File: src/rtl/cpu_pkg.sv
// Shared core package: register-file dump defaults and state encoding.
// Used by regfile_dump and its stream interface.
package cpu_pkg;

    localparam int DUMP_XLEN  = 32;
    localparam int DUMP_NREGS = 32;

    typedef enum logic [2:0] {
        S_IDLE,
        S_READ,
        S_SEND,
        S_CSUM,
        S_DONE
    } dump_state_t;

endpackage

File: src/rtl/regfile_dump_if.sv
// Output beat stream of the register-file dump (valid/ready).
// master = dump engine, slave = consumer.
interface regfile_dump_if
    import cpu_pkg::*;
#(
    parameter int XLEN  = DUMP_XLEN,
    parameter int NREGS = DUMP_NREGS
);
    localparam int IW = $clog2(NREGS);

    logic            out_valid;
    logic            out_ready;
    logic [IW-1:0]   out_idx;
    logic [XLEN-1:0] out_data;
    logic            out_last;

    modport master (
        output out_valid,
        output out_idx,
        output out_data,
        output out_last,
        input  out_ready
    );

    modport slave (
        input  out_valid,
        input  out_idx,
        input  out_data,
        input  out_last,
        output out_ready
    );

endinterface

File: src/rtl/regfile_dump.sv
// Walks the register file and streams every register out as one beat.
// Define DUMP_CHECKSUM_EN to append a trailing XOR-checksum beat.
module regfile_dump
    import cpu_pkg::*;
#(
    parameter int XLEN  = DUMP_XLEN,
    parameter int NREGS = DUMP_NREGS
) (
    input  logic                     clk,
    input  logic                     rst,
    input  logic                     start,
    output logic                     busy,
    output logic                     done,
    output logic [$clog2(NREGS)-1:0] rf_raddr,
    input  logic [XLEN-1:0]          rf_rdata,
    regfile_dump_if.master           dump
);

    localparam int            IW       = $clog2(NREGS);
    localparam logic [IW-1:0] LAST_IDX = IW'(NREGS - 1);

    dump_state_t     state;
    logic [IW-1:0]   idx;
    logic [XLEN-1:0] data;
    logic            accept;

`ifdef DUMP_CHECKSUM_EN
    logic [XLEN-1:0] acc;
`endif

    assign accept        = dump.out_valid && dump.out_ready;
    assign rf_raddr      = idx;
    assign dump.out_data = data;

`ifdef DUMP_CHECKSUM_EN
    // The checksum beat always reports index 0.
    assign dump.out_idx = (state == S_CSUM) ? '0 : idx;
`else
    assign dump.out_idx = idx;
`endif

    // Dump sequencer with registered handshake and status outputs.
    always_ff @(posedge clk or negedge rst) begin
        if (!rst) begin
            state          <= S_IDLE;
            idx            <= '0;
            data           <= '0;
            busy           <= 1'b0;
            done           <= 1'b0;
            dump.out_valid <= 1'b0;
            dump.out_last  <= 1'b0;
`ifdef DUMP_CHECKSUM_EN
            acc            <= '0;
`endif
        end else begin
            unique case (state)
                S_IDLE: begin
                    if (start) begin
                        idx   <= '0;
                        busy  <= 1'b1;
                        state <= S_READ;
`ifdef DUMP_CHECKSUM_EN
                        acc   <= '0;
`endif
                    end
                end
                S_READ: begin
                    data           <= rf_rdata;
                    dump.out_valid <= 1'b1;
`ifdef DUMP_CHECKSUM_EN
                    acc            <= acc ^ rf_rdata;
                    dump.out_last  <= 1'b0;
`else
                    dump.out_last  <= (idx == LAST_IDX);
`endif
                    state          <= S_SEND;
                end
                S_SEND: begin
                    if (accept) begin
                        if (idx == LAST_IDX) begin
`ifdef DUMP_CHECKSUM_EN
                            // acc already holds the last register.
                            data          <= acc;
                            dump.out_last <= 1'b1;
                            state         <= S_CSUM;
`else
                            dump.out_valid <= 1'b0;
                            dump.out_last  <= 1'b0;
                            done           <= 1'b1;
                            state          <= S_DONE;
`endif
                        end else begin
                            dump.out_valid <= 1'b0;
                            idx            <= idx + 1'b1;
                            state          <= S_READ;
                        end
                    end
                end
`ifdef DUMP_CHECKSUM_EN
                S_CSUM: begin
                    if (accept) begin
                        dump.out_valid <= 1'b0;
                        dump.out_last  <= 1'b0;
                        done           <= 1'b1;
                        state          <= S_DONE;
                    end
                end
`endif
                S_DONE: begin
                    done  <= 1'b0;
                    busy  <= 1'b0;
                    state <= S_IDLE;
                end
                default: begin
                    dump.out_valid <= 1'b0;
                    dump.out_last  <= 1'b0;
                    done           <= 1'b0;
                    busy           <= 1'b0;
                    state          <= S_IDLE;
                end
            endcase
        end
    end

endmodule

File: src/flat_wrapper.sv
// flat-port wrapper written by rule: the top's interface ports become plain ports
module regfile_dump_flat import cpu_pkg::*;
#(
    parameter int XLEN  = DUMP_XLEN,
    parameter int NREGS = DUMP_NREGS
)
  (clk, rst, start, busy, done, rf_raddr, rf_rdata, dump_out_valid, dump_out_idx, dump_out_data, dump_out_last, dump_out_ready);
  regfile_dump_if #(.XLEN(XLEN), .NREGS(NREGS)) dump_i ();
  input  logic clk;
  input  logic rst;
  input  logic start;
  output logic busy;
  output logic done;
  output logic [$clog2(NREGS)-1:0] rf_raddr;
  input  logic [XLEN-1:0] rf_rdata;
  output wire logic [$bits(dump_i.out_valid)-1:0] dump_out_valid;
  output wire logic [$bits(dump_i.out_idx)-1:0] dump_out_idx;
  output wire logic [$bits(dump_i.out_data)-1:0] dump_out_data;
  output wire logic [$bits(dump_i.out_last)-1:0] dump_out_last;
  input wire logic [$bits(dump_i.out_ready)-1:0] dump_out_ready;
  assign dump_out_valid = dump_i.out_valid;
  assign dump_out_idx = dump_i.out_idx;
  assign dump_out_data = dump_i.out_data;
  assign dump_out_last = dump_i.out_last;
  assign dump_i.out_ready = dump_out_ready;
  regfile_dump #(.XLEN(XLEN), .NREGS(NREGS)) u_core (.clk(clk), .rst(rst), .start(start), .busy(busy), .done(done), .rf_raddr(rf_raddr), .rf_rdata(rf_rdata), .dump(dump_i));
endmodule
File: config.mk
export PLATFORM = sky130hd
export DESIGN_NAME = regfile_dump_flat
export DESIGN_NICKNAME = d
export VERILOG_FILES = /design/src/rtl/cpu_pkg.sv /design/src/rtl/regfile_dump_if.sv /design/src/rtl/regfile_dump.sv /design/src/flat_wrapper.sv
export SDC_FILE = /design/constraint.sdc
export NUM_CORES = 1
export LEC_CHECK = 0
export CELL_PAD_IN_SITES_DETAIL_PLACEMENT = 0
export CELL_PAD_IN_SITES_GLOBAL_PLACEMENT = 2
export CORE_ASPECT_RATIO = 1.2
export CORE_UTILIZATION = 28
export DETAILED_ROUTE_END_ITERATION = 6
export HOLD_SLACK_MARGIN = 0.05
export PLACE_DENSITY = 0.85
export SLEW_MARGIN = 20
export SYNTH_ARGS = -nofsm -noshare
export SYNTH_HDL_FRONTEND = slang
export SYNTH_SLANG_ARGS = --single-unit
File: constraint.sdc
create_clock -name clk -period 6.4 [get_ports clk]
set_input_delay 0.96 -clock clk [delete_from_list [all_inputs] [get_ports clk]]
set_output_delay 0.96 -clock clk [all_outputs]
set_load 0.05 [all_outputs]
* After elaboration in Yosys (flattened, before gate mapping)
Cells that the tools add are included.
** Storage, ports and cells
- Flip-flop bits (word level) :: 44
- Input port bits :: 36
- Output and inout bits :: 46
- Word-level logic and storage cells :: 49
** Operators by class
- Add/subtract/negate cells :: 1
- Eq/ne operators :: 8
- Muxes and demuxes :: 18
- Bitwise gates (word level) :: 3
- Reduce and logical (&&, ||, !) cells :: 12
** Operators by type and width (number)
- $mux 5 :: 3
- $pmux 5 s2 :: 1
- $mux 3 :: 3
- $pmux 3 s3 :: 1
- $mux 1 :: 6
- $pmux 1 s3 :: 2
- $reduce_and 2->1 :: 3
- $reduce_and 3->1 :: 2
- $reduce_or 2->1 :: 3
- $add 5x1->5 const B :: 1
- $eq 5x5->1 const B :: 1
- $ne 2x1->1 const B :: 2
- $ne 2x2->1 const B :: 2
- $pmux 1 s2 :: 2
- $reduce_and 4->1 :: 1
- $eq 3x1->1 const B :: 1
- $eq 3x2->1 const B :: 1
- $eq 3x3->1 const B :: 1
- $logic_not 3->1 :: 1
- $not 1->1 :: 3
- $reduce_bool 2->1 :: 1
- $logic_and 1x1->1 :: 1

* Longest topological paths before layout
Gate-level depths: netlist of the first run.
- Depth in word-level cells :: 4
- Mapped depth :: 6
- Mapped depth without buffers :: 6

* Least setup slack after synthesis of the first run
Ideal clock, no wire load.
- Kind :: register to register
- From :: reg u_core.idx[0], in the netlist u_core.dump.out_idx[0]
- To :: reg u_core.idx[4], in the netlist u_core.dump.out_idx[4]
- Setup time :: 0.125 ns
- Arrival :: 2.222 ns
- Data required time :: 6.275 ns
- Slack :: 4.053 ns
- Cell stages (with the launch flop) :: 7
- Buffers on the path :: 0
- Period minus slack after synthesis :: 2.347 ns
- Cells stage by stage :: dfrtp_1 > ha_1 > and3_1 > ha_1 > a211o_2 > a21oi_2 > mux2_2
** On the way
- Cells in the longest elaborated chain, start to end :: 4
- Elaborated cells on any way between the ends :: 7
- Those cells by class :: 1 x add/sub; 2 x eq/ne; 3 x mux; 1 x reduce/logical
** Ends and longest elaborated chain
- from (decl) :: line regfile_dump.sv:23 : logic [IW-1:0] idx;
- from (signal assigned) :: line regfile_dump.sv:94 : idx <= idx + 1'b1;
- $add 5x1->5 :: line regfile_dump.sv:94
- $mux 5 :: line regfile_dump.sv:80 : if (idx == LAST_IDX) begin
- $mux 5 :: line regfile_dump.sv:79 : if (accept) begin
- $pmux 5 s2 :: line regfile_dump.sv:56 : unique case (state)
Several ways; a longest one is shown, not always the timed one. The select of a mux whose other input is x is not followed.
A chain may end at the register's enable or synchronous reset.

* Final worst setup path of the first run
- From :: reg u_core.dump.out_valid
- To :: out dump_out_valid
** RTL lines
- from (decl) :: line regfile_dump_if.sv:18 : output out_valid,
- from (signal assigned) :: line regfile_dump.sv:50 : dump.out_valid <= 1'b0;
- from (signal assigned) :: line regfile_dump.sv:69 : dump.out_valid <= 1'b1;
- from (signal assigned) :: line regfile_dump.sv:87 : dump.out_valid <= 1'b0;
- to (decl) :: line flat_wrapper.sv:16 : output wire logic [$bits(dump_i.out_valid)-1:0] dump_out_valid;
No word-level cell between the ends.

==> results of run 1 <==
==> state kept, by name, summed over array words and instances, names as in the netlist <==
signal                 flops
u_core.dump.out_last       1
u_core.state               3
u_core.busy                1
u_core.dump.out_idx        5
u_core.dump.out_valid      1
u_core.done                1
u_core.dump.out_data      32
==> stage by stage <==
stage                     hold slack [ns]  utilization [%]  setup slack, ns
after CTS                           0.515             43.4             3.83
after floorplan                     0.512                -             4.05
after global placement              0.488             42.0             3.93
after global routing                0.526             43.4             3.80
final                               0.507             43.4             3.84
after detailed placement            0.496             42.0             3.92
==> kinds of logic (layout without fill, tap and decap cells) <==
logic type | after synthesis | in the layout | synth area share [%]
flops | 44 | 44 | 59.4
fa+ha+maj | 2 | 2 | 1.35
simple gates | 24 | 24 | 7.29
mux | 34 | 34 | 20.6
buf+inv | 16 | 94 | 5.47
compound gates | 14 | 14 | 5.88
==> worst register-to-register path, delay by kind of cell (launching register included) <==
kind / cells / cell delay, ns
adders and majority gates: 2 / 0.52
DFF: 1 / 0.44
muxes: 1 / 0.37
AOI/OAI and AO/OA: 2 / 0.65
and+or+nand+nor: 1 / 0.19
==> cells in the final DEF, fill, tap and decap left out, drive strengths merged, types with 2 or more instances in the layout <==
cell | Yosys | final
ha | 2 | 2
and3 | 2 | 2
clkbuf | 0 | 8
nand2b | 2 | 2
inv | 5 | 5
nor2 | 6 | 6
dfrtp | 44 | 44
mux2 | 33 | 33
a2bb2oi | 2 | 2
nand3 | 5 | 5
clkdlybuf4s50 | 0 | 80
or4 | 2 | 2
a21oi | 3 | 3
nand2 | 3 | 3
o21ai | 2 | 2
==> layer usage <==
layer / GRT usage [%] / vias up / share of wire, %
li1: - / 621 / -
met1: 15.4 / 669 / 43
met2: 18.8 / 48 / 50
met3: 3.62 / 5 / 6.2
met4: 3.85 / 0 / 0.95
met5: 0 / - / 0
==> how the worst max path moves through the flow <==
stage	startpoint	endpoint
floorplan	u_core.dump.out_idx[0]	u_core.dump.out_idx[4]
global placement	dump_out_ready	u_core.dump.out_idx[4]
detailed placement	dump_out_ready	u_core.dump.out_idx[4]
CTS	u_core.dump.out_valid	dump_out_valid
global route	u_core.dump.out_valid	dump_out_valid
finish	u_core.dump.out_valid	dump_out_valid
==> layout make-up <==
class | count | area, sq um | area share (%)
Timing Repair Buffer | 81 | 808 | 29.0
Clock buffer | 8 | 90.1 | 3.24
Multi-Input combinational cell | 74 | 658 | 23.7
Sequential cell | 44 | 1100 | 39.6
Tap cell | 85 | 106 | 3.82
Inverter | 5 | 18.8 | 0.674
==> summary.txt, run 1 <==
Cells and area
  – Antenna diodes: 0
  – Layout net count: 249
  – Design area: 0.00278 sq mm
  – Layout Area Growth over Synthesis: 50.2%
  – Share of cells above drive strength 1: 22.2%
  – Non-Filler Instances: about 300
  – Fill cell count: 625

Synthesis
  – Synth area leaders: dfrtp_1, mux2_2, buf_4
  – Primary FF master, synth: dfrtp_1
  – Post-synth ARST share: 100%
  – Post-Syn Area: 0.00185 sq mm
  – Post-synth EDFFs: 0
  – Yosys warnings: 0
  – Register area share after synthesis: 59.4%
  – Syn_nets: 172
  – Yosys top cell by area: dfrtp_1
  – Top-count cell post-synth: dfrtp_1
  – Synth unique cells: 30
  – Commonest cells in the netlist: dfrtp_1, mux2_2, buf_4, nor2_1
  – Synth top area share: 59.4%
  – Syn_area_per_cell: 13.8 sq um
  – Synthesized flop and latch total: 44
  – Mapped Cells: approximately 130

Global route
  – First-pass GRT wire length: 6510 microns
  – Largest net degree at the start of global routing: 45
  – Gr ovfl total: 0
  – Antenna violations before repair: 0
  – All-Layer GR Usage: 11.9%
  – Number of global-route vias before repair: 1348

Clock network
  – Hold-fix buffers, CTS: 0
  – Clock sink count: 44
  – Clock slew at reported path FFs: about 0.080 ns
  – Clk_lat worst skew: 0.29 ns
  – H-tree levels: 2
  – CTS buffer count: 5
  – CTS tree: done
  – Post-CTS setup buffer count: 0
  – Post_cts resized: 0
  – Clk buf depth: 2
  – Root Driver: clkbuf_8

Setup path
  – Critical Path RT: 5.44 ns
  – Crit-path max FO: 7
  – Worst path top cell family by delay: buffers and inverters
  – Worst reg2reg path depth: 6
  – Critical path launch point type: flip-flop
  – Reg2reg start: u_core.dump.out_idx[0]
  – CP endpoint kind: output port
  – R2R Path End: u_core.dump.out_idx[4]
  – Crit path kind: reg -> out
  – Slowest CP cell: clkdlybuf4s50_1
  – CP Depth: 1
  – CP max stage delay: approximately 0.85 ns
  – WP data arrival: about 1.6 ns
  – Cell Chain, Critical Path: clkdlybuf4s50_1
  – Buf/Inv on CP: 1
  – R2r setup slk: a little over 4 ns

Timing
  – Setup Skew: ~0.0053 ns
  – Max Fclk: ~390 MHz
  – Final setup viols: 0
  – Fin Setup TNS: 0 ns
  – Worst-Margin Slew: slightly above 0.9 ns
  – Hold Fails Final Rpt: 0
  – Minimum clock period: 2.56 ns
  – Slew headroom: 39.1%
  – RSZ-0062 raised after global routing: no
  – Pins Over Slew Limit: 0
  – Final period utilization: 40.0%

Flow run
  – Max Cap Viol: 0

Floorplan
  – Core area: between 0.006 and 0.007 sq mm
  – Boundary pin count: 82
  – Initial core utilization: 28.9%
  – Die ar.: between 0.006 and 0.007 sq mm
  – Chip Width: 76.3 microns
  – # rows: 32
  – Chip Height: 91.1 microns

Placement
  – Placed cell count: 289
  – Port Buffers: 81
  – GP Congestion: 0.757
  – Dpl hpwl: 2790 microns
  – Area after DPL: 0.00269 sq mm

Worst hold path
  – HP Start: u_core.dump.out_data[28]
  – Endpoint, Worst Hold: u_core.dump.out_data[28]
  – Hold Path Class: reg -> reg
  – WHS Path Cells: 1

Drt
  – Via count: roughly 1300
  – Number of vias per cell: 4.52
  – DR DRC count: 0
  – Post-DR wirelength/cell: 13.5 microns
  – Antenna-violating nets left: 0
  – DR pass1 iterations: 2
  – Starting DRT DRC Count: 65
  – Routed WL: 4020 microns

Outcome
  – Status: complete, no violations
Power of run 1 is not shown: default switching activity piles up to over one toggle a cycle in this logic, so the estimate is an artifact.
==> inputs of run 2 (changes only) <==
--- a/config.mk
+++ b/config.mk
@@ -8,10 +8,10 @@
 export CELL_PAD_IN_SITES_DETAIL_PLACEMENT = 0
 export CELL_PAD_IN_SITES_GLOBAL_PLACEMENT = 2
 export CORE_ASPECT_RATIO = 1.2
-export CORE_UTILIZATION = 28
+export CORE_UTILIZATION = 23
 export DETAILED_ROUTE_END_ITERATION = 6
 export HOLD_SLACK_MARGIN = 0.05
-export PLACE_DENSITY = 0.85
+export PLACE_DENSITY = 0.75
 export SLEW_MARGIN = 20
 export SYNTH_ARGS = -nofsm -noshare
 export SYNTH_HDL_FRONTEND = slang
==> constraint.sdc (replaced) <==
create_clock -name clk -period 2.08 [get_ports clk]
set_input_delay 0.312 -clock clk [delete_from_list [all_inputs] [get_ports clk]]
set_output_delay 0.312 -clock clk [all_outputs]
set_load 0.05 [all_outputs]
==> run 2 against run 1 <==
  * The run now ends with design-rule violations left
  * First-iteration DRC count rose by 1.5%
  * Non-clock buffer count grew 6
  * Worst setup slack got worse by 3.7 ns
  * Wire length grew 4.3%
  * Clock skew increased by 0.00053 ns
  * Die area is 21% higher
  * Cell count up 4.4%
  * Register-to-register slack lost 4.0 ns
  * Largest cell class unchanged
==> summary.txt, run 2 (synthesis results as in run 1) <==
Clock network
  – H-tree levels: 2 (unchanged)
  – Clock slew at reported path FFs: 0.09 ns (about the same)
  – Post-CTS setup buffer count: 0 (unchanged)
  – Root Driver: clkbuf_8
  – Clk_lat worst skew: 0.29 ns (about the same)
  – Clk buf depth: 2 (unchanged)
  – CTS buffer count: 5 (unchanged)
  – CTS tree: done
  – Clock sink count: 44 (unchanged)

Cells and area
  – Final core occ: 37.5% (-5.9 points)
  – Register area: 0.00110 sq mm (+0.23%)
  – Layout net count: 255 (+2.4%)
  – Most common cell after layout, fill and taps aside: clkdlybuf4s50_1
  – Multi-input logic area: 694 sq um (+5.5%)
  – Highest-count cells in the layout ignoring fill and taps: clkdlybuf4s50_1, dfrtp_1, mux2_2
  – Fill cell count: 772 (+24%)
  – Layout Area Growth over Synthesis: 57.0%
  – Share of cells above drive strength 1: 26.6% (+4.4 points)
  – Max reg flops: 32 (unchanged)
  – Antenna diodes: 0 (unchanged)

Setup path
  – Crit-path max FO: 7 (unchanged)
  – WP data arrival: 2.15 ns (+0.55 ns)
  – CP max stage delay: 0.46 ns (-0.39 ns)
  – Critical path launch point type: flip-flop
  – Critical Path RT: 2.30 ns (-3.14 ns)
  – Buf/Inv on CP: 1 (unchanged)
  – Crit path kind: reg -> reg
  – CP endpoint kind: flip-flop
  – Slowest CP cell: dfrtp_2
  – Cell Chain, Critical Path: ha_4 > and3_1 > ha_4 > a211o_2 > a21oi_4 > buf_4 > mux2i_1
  – CP most frequent cell: ha_4
  – Worst path top cell family by delay: compound AO/OA/AOI/OAI gates

Floorplan
  – Initial core utilization: 23.9% (-5.0 points)
  – # rows: 35 (+9.4%)
  – Chip Width: 83.9 microns (+10%)
  – Core area: 0.00775 sq mm (+21%)
  – Boundary pin count: 82 (unchanged)
  – Die ar.: 0.00842 sq mm (+21%)
  – Chip Height: 100 microns (+10%)

Drt
  – DR pass1 iterations: 5 (+3)
  – Antenna-violating nets left: 0 (unchanged)
  – DR DRC count: 11 (+11)
  – Via count: 1367 (+1.8%)
  – Number of vias per cell: 4.41 (-2.5%)
  – Post-DR wirelength/cell: 13.5 microns (-0.11%)
  – Starting DRT DRC Count: 66 (+1.5%)
  – Routed WL: 4190 microns (+4.3%)

Timing
  – Minimum clock period: 1.94 ns
  – Final worst slack: 0.143 ns (-3.69 ns)
  – Fin Setup TNS: 0 ns (unchanged)
  – Final period utilization: 93.1%
  – Max Fclk: 516 MHz
  – Pins Over Slew Limit: 0 (unchanged)
  – RSZ-0062 raised after global routing: no
  – Final setup viols: 0 (unchanged)
  – Hold Fails Final Rpt: 0 (unchanged)
  – Setup Skew: 0.00584 ns (+0.000534 ns)
  – Worst-Margin Slew: 0.526 ns (-0.386 ns)
  – Slew headroom: 64.8% (+26 points)

Worst hold path
  – Hold Path Class: in -> async

Outcome
  – Status: finished with violations
  – Failing checks: design-rule violations

Global route
  – Antenna violations before repair: 0 (unchanged)
  – First-pass GRT wire length: 7310 microns (+12%)
  – Number of global-route vias before repair: 1513 (+12%)
  – All-Layer GR Usage: 10.9% (-0.92 points)
  – Gr ovfl total: 0 (unchanged)
  – Largest net degree at the start of global routing: 43 (-4.4%)

Placement
  – DP Worst Slack: 0.159 ns (-3.76 ns)
  – GP Congestion: 0.699 (-7.7%)
  – Port Buffers: 81 (unchanged)
  – Dpl hpwl: 2970 microns (+6.5%)

Flow run
  – Max Cap Viol: 0 (unchanged)
[run 2: cell types whose count changed in the layout (fill, tap and decap cells not counted), sizes merged]
| cell | delta |
|---|---|
| buf | +5 |
| dlygate4sd3 | +1 |
| clkbuf | -3 |
| clkinvlp | +1 |
| bufinv | +1 |
| clkinv | +1 |
[run 2: final cells by class]
class / instances / share of cell area (%)
Sequential cell: 44 / 37.9
Timing Repair Buffer: 87 / 29.8
Multi-Input combinational cell: 74 / 23.9
Tap cell: 92 / 3.96
Clock buffer: 5 / 2.37
Clock inverter: 3 / 1.46
Inverter: 5 / 0.645
[run 2: final timing paths]
| path | startpoint | endpoint | depth (start not counted) | slack, ns |
|---|---|---|---|---|
| worst max-delay path | u_core.dump.out_idx[0] | u_core.dump.out_idx[1] | 7 | 0.14 |
| worst min-delay path | rst | u_core.dump.out_idx[3] | 2 | 0.34 |
| worst max register to register | u_core.dump.out_idx[0] | u_core.dump.out_idx[1] | 7 | 0.14 |
| worst min register to register | u_core.dump.out_data[18] | u_core.dump.out_data[18] | 1 | 0.51 |
| max in group asynchronous | rst | u_core.dump.out_data[2] | 3 | 1.30 |
| min in group clk | u_core.dump.out_data[18] | u_core.dump.out_data[18] | 1 | 0.51 |
[run 2: metrics by stage]
stage               area [sq um]  hold WS [ns]  std cells
floorplan                   1890        0.0164        134
global route                2910         0.339        310
finish                      2910         0.344        310
CTS                         2910         0.342        310
global placement            2790         0.123        301
detailed placement          2790         0.121        301
[run 2: worst reg2reg max path: stages, from the launching register on]
cell     delay [ns]
dfrtp_2        0.46
ha_4           0.18
and3_1         0.20
ha_4           0.18
a211o_2        0.35
a21oi_4        0.14
buf_4          0.16
mux2i_1        0.19
[run 2: what timing repair did]
action | CTS | global route
resized for setup | 0 | 0
hold endpoints to repair | 44 | 0
hold buffers | 1 | 0
[run 2: per-layer routing]
layer	part of all wire, %	wire length (microns)	track usage (%)	vias to the layer above
met5	0	0	0	-
met4	0.86	36	2.79	0
met3	10	432	4.77	6
met2	49	2070	18.4	60
met1	39	1650	12.8	669
li1	-	-	-	632
Power of run 2 is left out for the same reason.
==> inputs of run 3 (changes only) <==
--- a/config.mk
+++ b/config.mk
@@ -9,6 +9,7 @@
 export CELL_PAD_IN_SITES_GLOBAL_PLACEMENT = 2
 export CORE_ASPECT_RATIO = 1.2
 export CORE_UTILIZATION = 23
+export CTS_CLUSTER_DIAMETER = 100
 export DETAILED_ROUTE_END_ITERATION = 6
 export HOLD_SLACK_MARGIN = 0.05
 export PLACE_DENSITY = 0.75
==> results of run 3 <==
Final layout, timing and power as in run 2 (identical DEF).
Power of run 3 is left out for the same reason.
==> RTL edit 1 (flow settings as in run 3) <==
Encoding of `dump_state_t`: now one-hot (5 bits for 5 states).
--- a/src/rtl/cpu_pkg.sv
+++ b/src/rtl/cpu_pkg.sv
@@ -7,8 +7,8 @@
 
-    typedef enum logic [2:0] {
-        S_IDLE,
-        S_READ,
-        S_SEND,
-        S_CSUM,
-        S_DONE
+    typedef enum logic [4:0] {
+        S_IDLE = 5'b00001,
+        S_READ = 5'b00010,
+        S_SEND = 5'b00100,
+        S_CSUM = 5'b01000,
+        S_DONE = 5'b10000
     } dump_state_t;
Behaviour: same outputs for any inputs over 10 cycles, from zero or initial values and one cycle with rst low; not proved beyond that.
==> RTL edit 1 against run 3 <==
  * Global-route usage down 0.35 points
  * Utilization shrank 0.95 points
  * Maximum frequency down 0.33%
  * Sequential cell count up 1
  * Sequential share of layout area shrank 0.47 points
  * Synthesized area grew 7.1%
  * Setup slack worse by 6.5 ps
  * Routed wire length is 5.6% higher
  * Design area rose by 3.7%
  * Critical path depth unchanged
Power is left out: it rests on default switching activity, and per cell area and clock period it moved more than threefold.
==> RTL edit 1: results <==
metrics = {
    "run_status": {
        "status": "complete, no violations",
    },
    "clock_network": {
        "clk_latency_ps": 290,
        "postCtsSetupRepairBufs": 0,
        "cts_made_buffers": 5,
        "cts-root-buf": "clkbuf_8",
        "cts_buffer_depth": 2,
        "htree_levels": 2,
        "clk_pin_slew_ps": 80,
    },
    "yosys": {
        "synth_cell_type_count": 33,
        "syn_nets": 184,
        "netlist_top_cells_count": "dfrtp_1, mux2_2, buf_4, o21ai_0, nand2_1",
        "seq_area_frac_synth": 0.568,
        "yosys_warnings": 0,
        "ys_top_cells_by_area": "dfrtp_1, mux2_2, buf_4",
        "postSynth.asyncResetShare": 1.00,
    },
    "grt": {
        "first_global_vias": 1499,
        "antenna_found_initial": 0,
        "grt_use_total": 0.106,
        "met3_usage": 0.0375,
        "use_met2": 0.180,
        "grt_first_pass_wirelength_um": 7470,
        "grt_max_degree": 36,
        "use_met1": 0.123,
    },
    "placed_design": {
        "place.gp.congestion": 0.737,
        "dp_hpwl_um": 3210,
        "place_ws_ps": 108,
        "portBuffers": 81,
        "post_dp_cell_area_um2": 2920,
    },
    "hold_path": {
        "min_from": "u_core.dump.out_data[30]",
        "hold_path_class": "flip-flop to flip-flop",
    },
    "cells_and_area": {
        "drive_above_1_share": 0.241,
        "largest_reg_flops": 32,
        "insertedDiodeCount": 0,
        "nNetsFinal": 266,
    },
    "timing": {
        "tightest_slew_ps": 536,
        "skew_ps": 3.94,
    },
    "setup_path": {
        "slowest_delay_ps": 440,
        "critPathLaunch": "u_core.dump.out_idx[1]",
        "critPathTopFamily": "flip-flops",
        "crit_fanout": 6,
        "slowest_stage": "dfrtp_2",
    },
    "drt": {
        "wl_um": 4420,
        "drt_pre_antenna_iters": 4,
        "via_count": 1432,
        "drt_iter0_drc": 30,
        "final_antenna_net_count": 0,
    },
}
==> RTL edit 1: cell types whose count changed after synthesis, moves of 4 or more <==
cell            run 3  this run
nand3_1             5         0
o21ai_0             2         7
nor2b_1             1         5
buf_4               6        10
==> RTL edit 1: path summary, 6_finish.rpt <==
check	endpoint	slack, ps	cells after the start
worst max-delay path	u_core.dump.out_idx[0]	140	7
worst min-delay path	u_core.dump.out_data[30]	490	1
worst max register to register	u_core.dump.out_idx[0]	140	7
worst min register to register	u_core.dump.out_data[30]	490	1
max in group asynchronous	u_core.dump.out_data[12]	1040	3
min in group asynchronous	u_core.done	530	2
==> RTL edit 1: cells by family (layout without fill, tap and decap cells) <==
logic type,count (synthesis),count (layout),share of synthesized area
flip-flops,45,45,0.568
AO/OA/AOI/OAI,24,24,0.0933
adder cells (fa/ha/maj),2,2,0.0126
multiplexers,33,33,0.187
AND/OR/NAND/NOR,27,27,0.0839
buffers and inverters,15,97,0.0549
==> RTL edit 1: repair_timing <==
item,CTS,global route
endpoints found under the setup margin,0,1
resized for setup,0,1
hold buffers,1,0
endpoints found under the hold margin,18,0
==> RTL edit 1: per-layer routing <==
metal | part of all wire | vias up
li1 | - | 672
met1 | 0.40 | 712
met2 | 0.52 | 43
met3 | 0.062 | 5
met4 | 0.013 | 0
met5 | 0 | -
==> RTL edit 1: layout make-up <==
cell class	instances	area (µm²)
Inverter	2	7.51
Clock buffer	7	86.3
Sequential cell	45	1130
Timing Repair Buffer	88	886
Multi-Input combinational cell	86	763
Fill cell	831	5230
Tap cell	114	143
==> RTL edit 1: stage by stage <==
stage	utilization	std cells	hold slack [ps]
final	0.366	342	490
after detailed placement	0.354	334	326
after global placement	0.354	334	316
after global routing	0.366	342	518
after floorplan	-	146	16.4
after CTS	0.366	342	498
==> RTL edit 2 (flow settings as in run 3) <==
Made on the original files. Set the package constant `DUMP_XLEN` to 24 (it was 32).
--- a/src/rtl/cpu_pkg.sv
+++ b/src/rtl/cpu_pkg.sv
@@ -4,3 +4,3 @@
 
-    localparam int DUMP_XLEN  = 32;
+    localparam int DUMP_XLEN  = 24;
     localparam int DUMP_NREGS = 32;
Ports: changed (resized dump_out_data and rf_rdata); port bits go from 82 to 66. No check against the original RTL was run, so the function may have changed too.
==> RTL edit 2 against run 3 <==
  * Sequential share of layout area grew 0.18 points
  * Design area shrank 19%
  * Sequential cell count shrank 8
  * Setup slack lost 57 ps
  * Die area shrank 16%
  * Synthesized area shrank 16%
  * Routed wire length shrank 16%
  * Maximum frequency shrank 2.9%
==> RTL edit 2: results <==
metrics = {
    "cells_and_area": {
        "buf_share": 0.285,
        "clock_buffers": 6,
        "drive_above_1_share": 0.250,
        "fillCellCount": 658,
        "largest_reg_flops": 24,
        "multi_input_area_um2": 592,
        "seq_area_frac": 0.381,
        "clock_area_frac": 0.0391,
        "multi_input_gates": 67,
        "inv_count": 0,
        "stdcell_count": 265,
        "area_growth_pct": 52.5,
        "signal_buffers": 69,
        "nNetsFinal": 209,
    },
    "placed_design": {
        "dp_hpwl_um": 2630,
        "portBuffers": 65,
        "dp.cells": 257,
        "post_dp_cell_area_um2": 2280,
        "place.gp.congestion": 0.737,
    },
    "yosys": {
        "ys_ff_latch": 36,
        "netlist_top_cells_count": "dfrtp_1, mux2_2, buf_4, and3_1, a21oi_1",
        "synth_compound_area_frac": 0.0700,
        "netlist_instances": 113,
        "synth_cell_type_count": 27,
        "syn_nets": 143,
        "synth_adder_area_share": 0.0161,
        "ys_top_cells_by_area": "dfrtp_1, mux2_2, buf_4",
        "muxShareOfSynthArea": 0.200,
    },
    "die": {
        "fp.dieArea_um2": 7090,
    },
    "grt": {
        "grt_max_degree": 37,
        "grt_use_total": 0.112,
    },
    "timing": {
        "fin_crit_ps": 1990,
        "holdWs_ps": 115,
        "tightest_slew_ps": 807,
        "skew_ps": 7.53,
    },
    "run_status": {
        "status": "complete, no violations",
    },
    "drt": {
        "via_count": 1152,
        "drt_iter0_drc": 62,
        "drt_pre_antenna_iters": 2,
    },
    "setup_path": {
        "rrSetupSlack_ps": 90,
        "r2r_cells": 6,
        "crit_fanout": 6,
    },
}
-- RTL edit 2: cell count changes in the layout (fill, tap and decap cells not counted), moves of 2 or more --
cell,delta
nand2b_1,+2
nor2_1,-3
a21oi_1,+3
o21ai_0,-2
inv_1,-5
dfrtp_1,-8
nand3b_1,+2
and3_1,+4
o21a_1,+2
clkdlybuf4s50_1,-16
nand3_1,-4
mux2_2,-8
-- RTL edit 2: per-layer routing --
| layer | part of all wire | GRT usage |
|---|---|---|
| met1 | 0.41 | 0.127 |
| met4 | 0.014 | 0.0330 |
| met3 | 0.055 | 0.0328 |
| met2 | 0.52 | 0.202 |
| met5 | 0 | 0 |
-- RTL edit 2: worst register-to-register path, cell delays in order (launching register included) --
cell	delay, ps
dfrtp_2	450
ha_4	180
and3_1	180
ha_1	200
a211o_1	330
a21oi_4	220
mux2_4	320
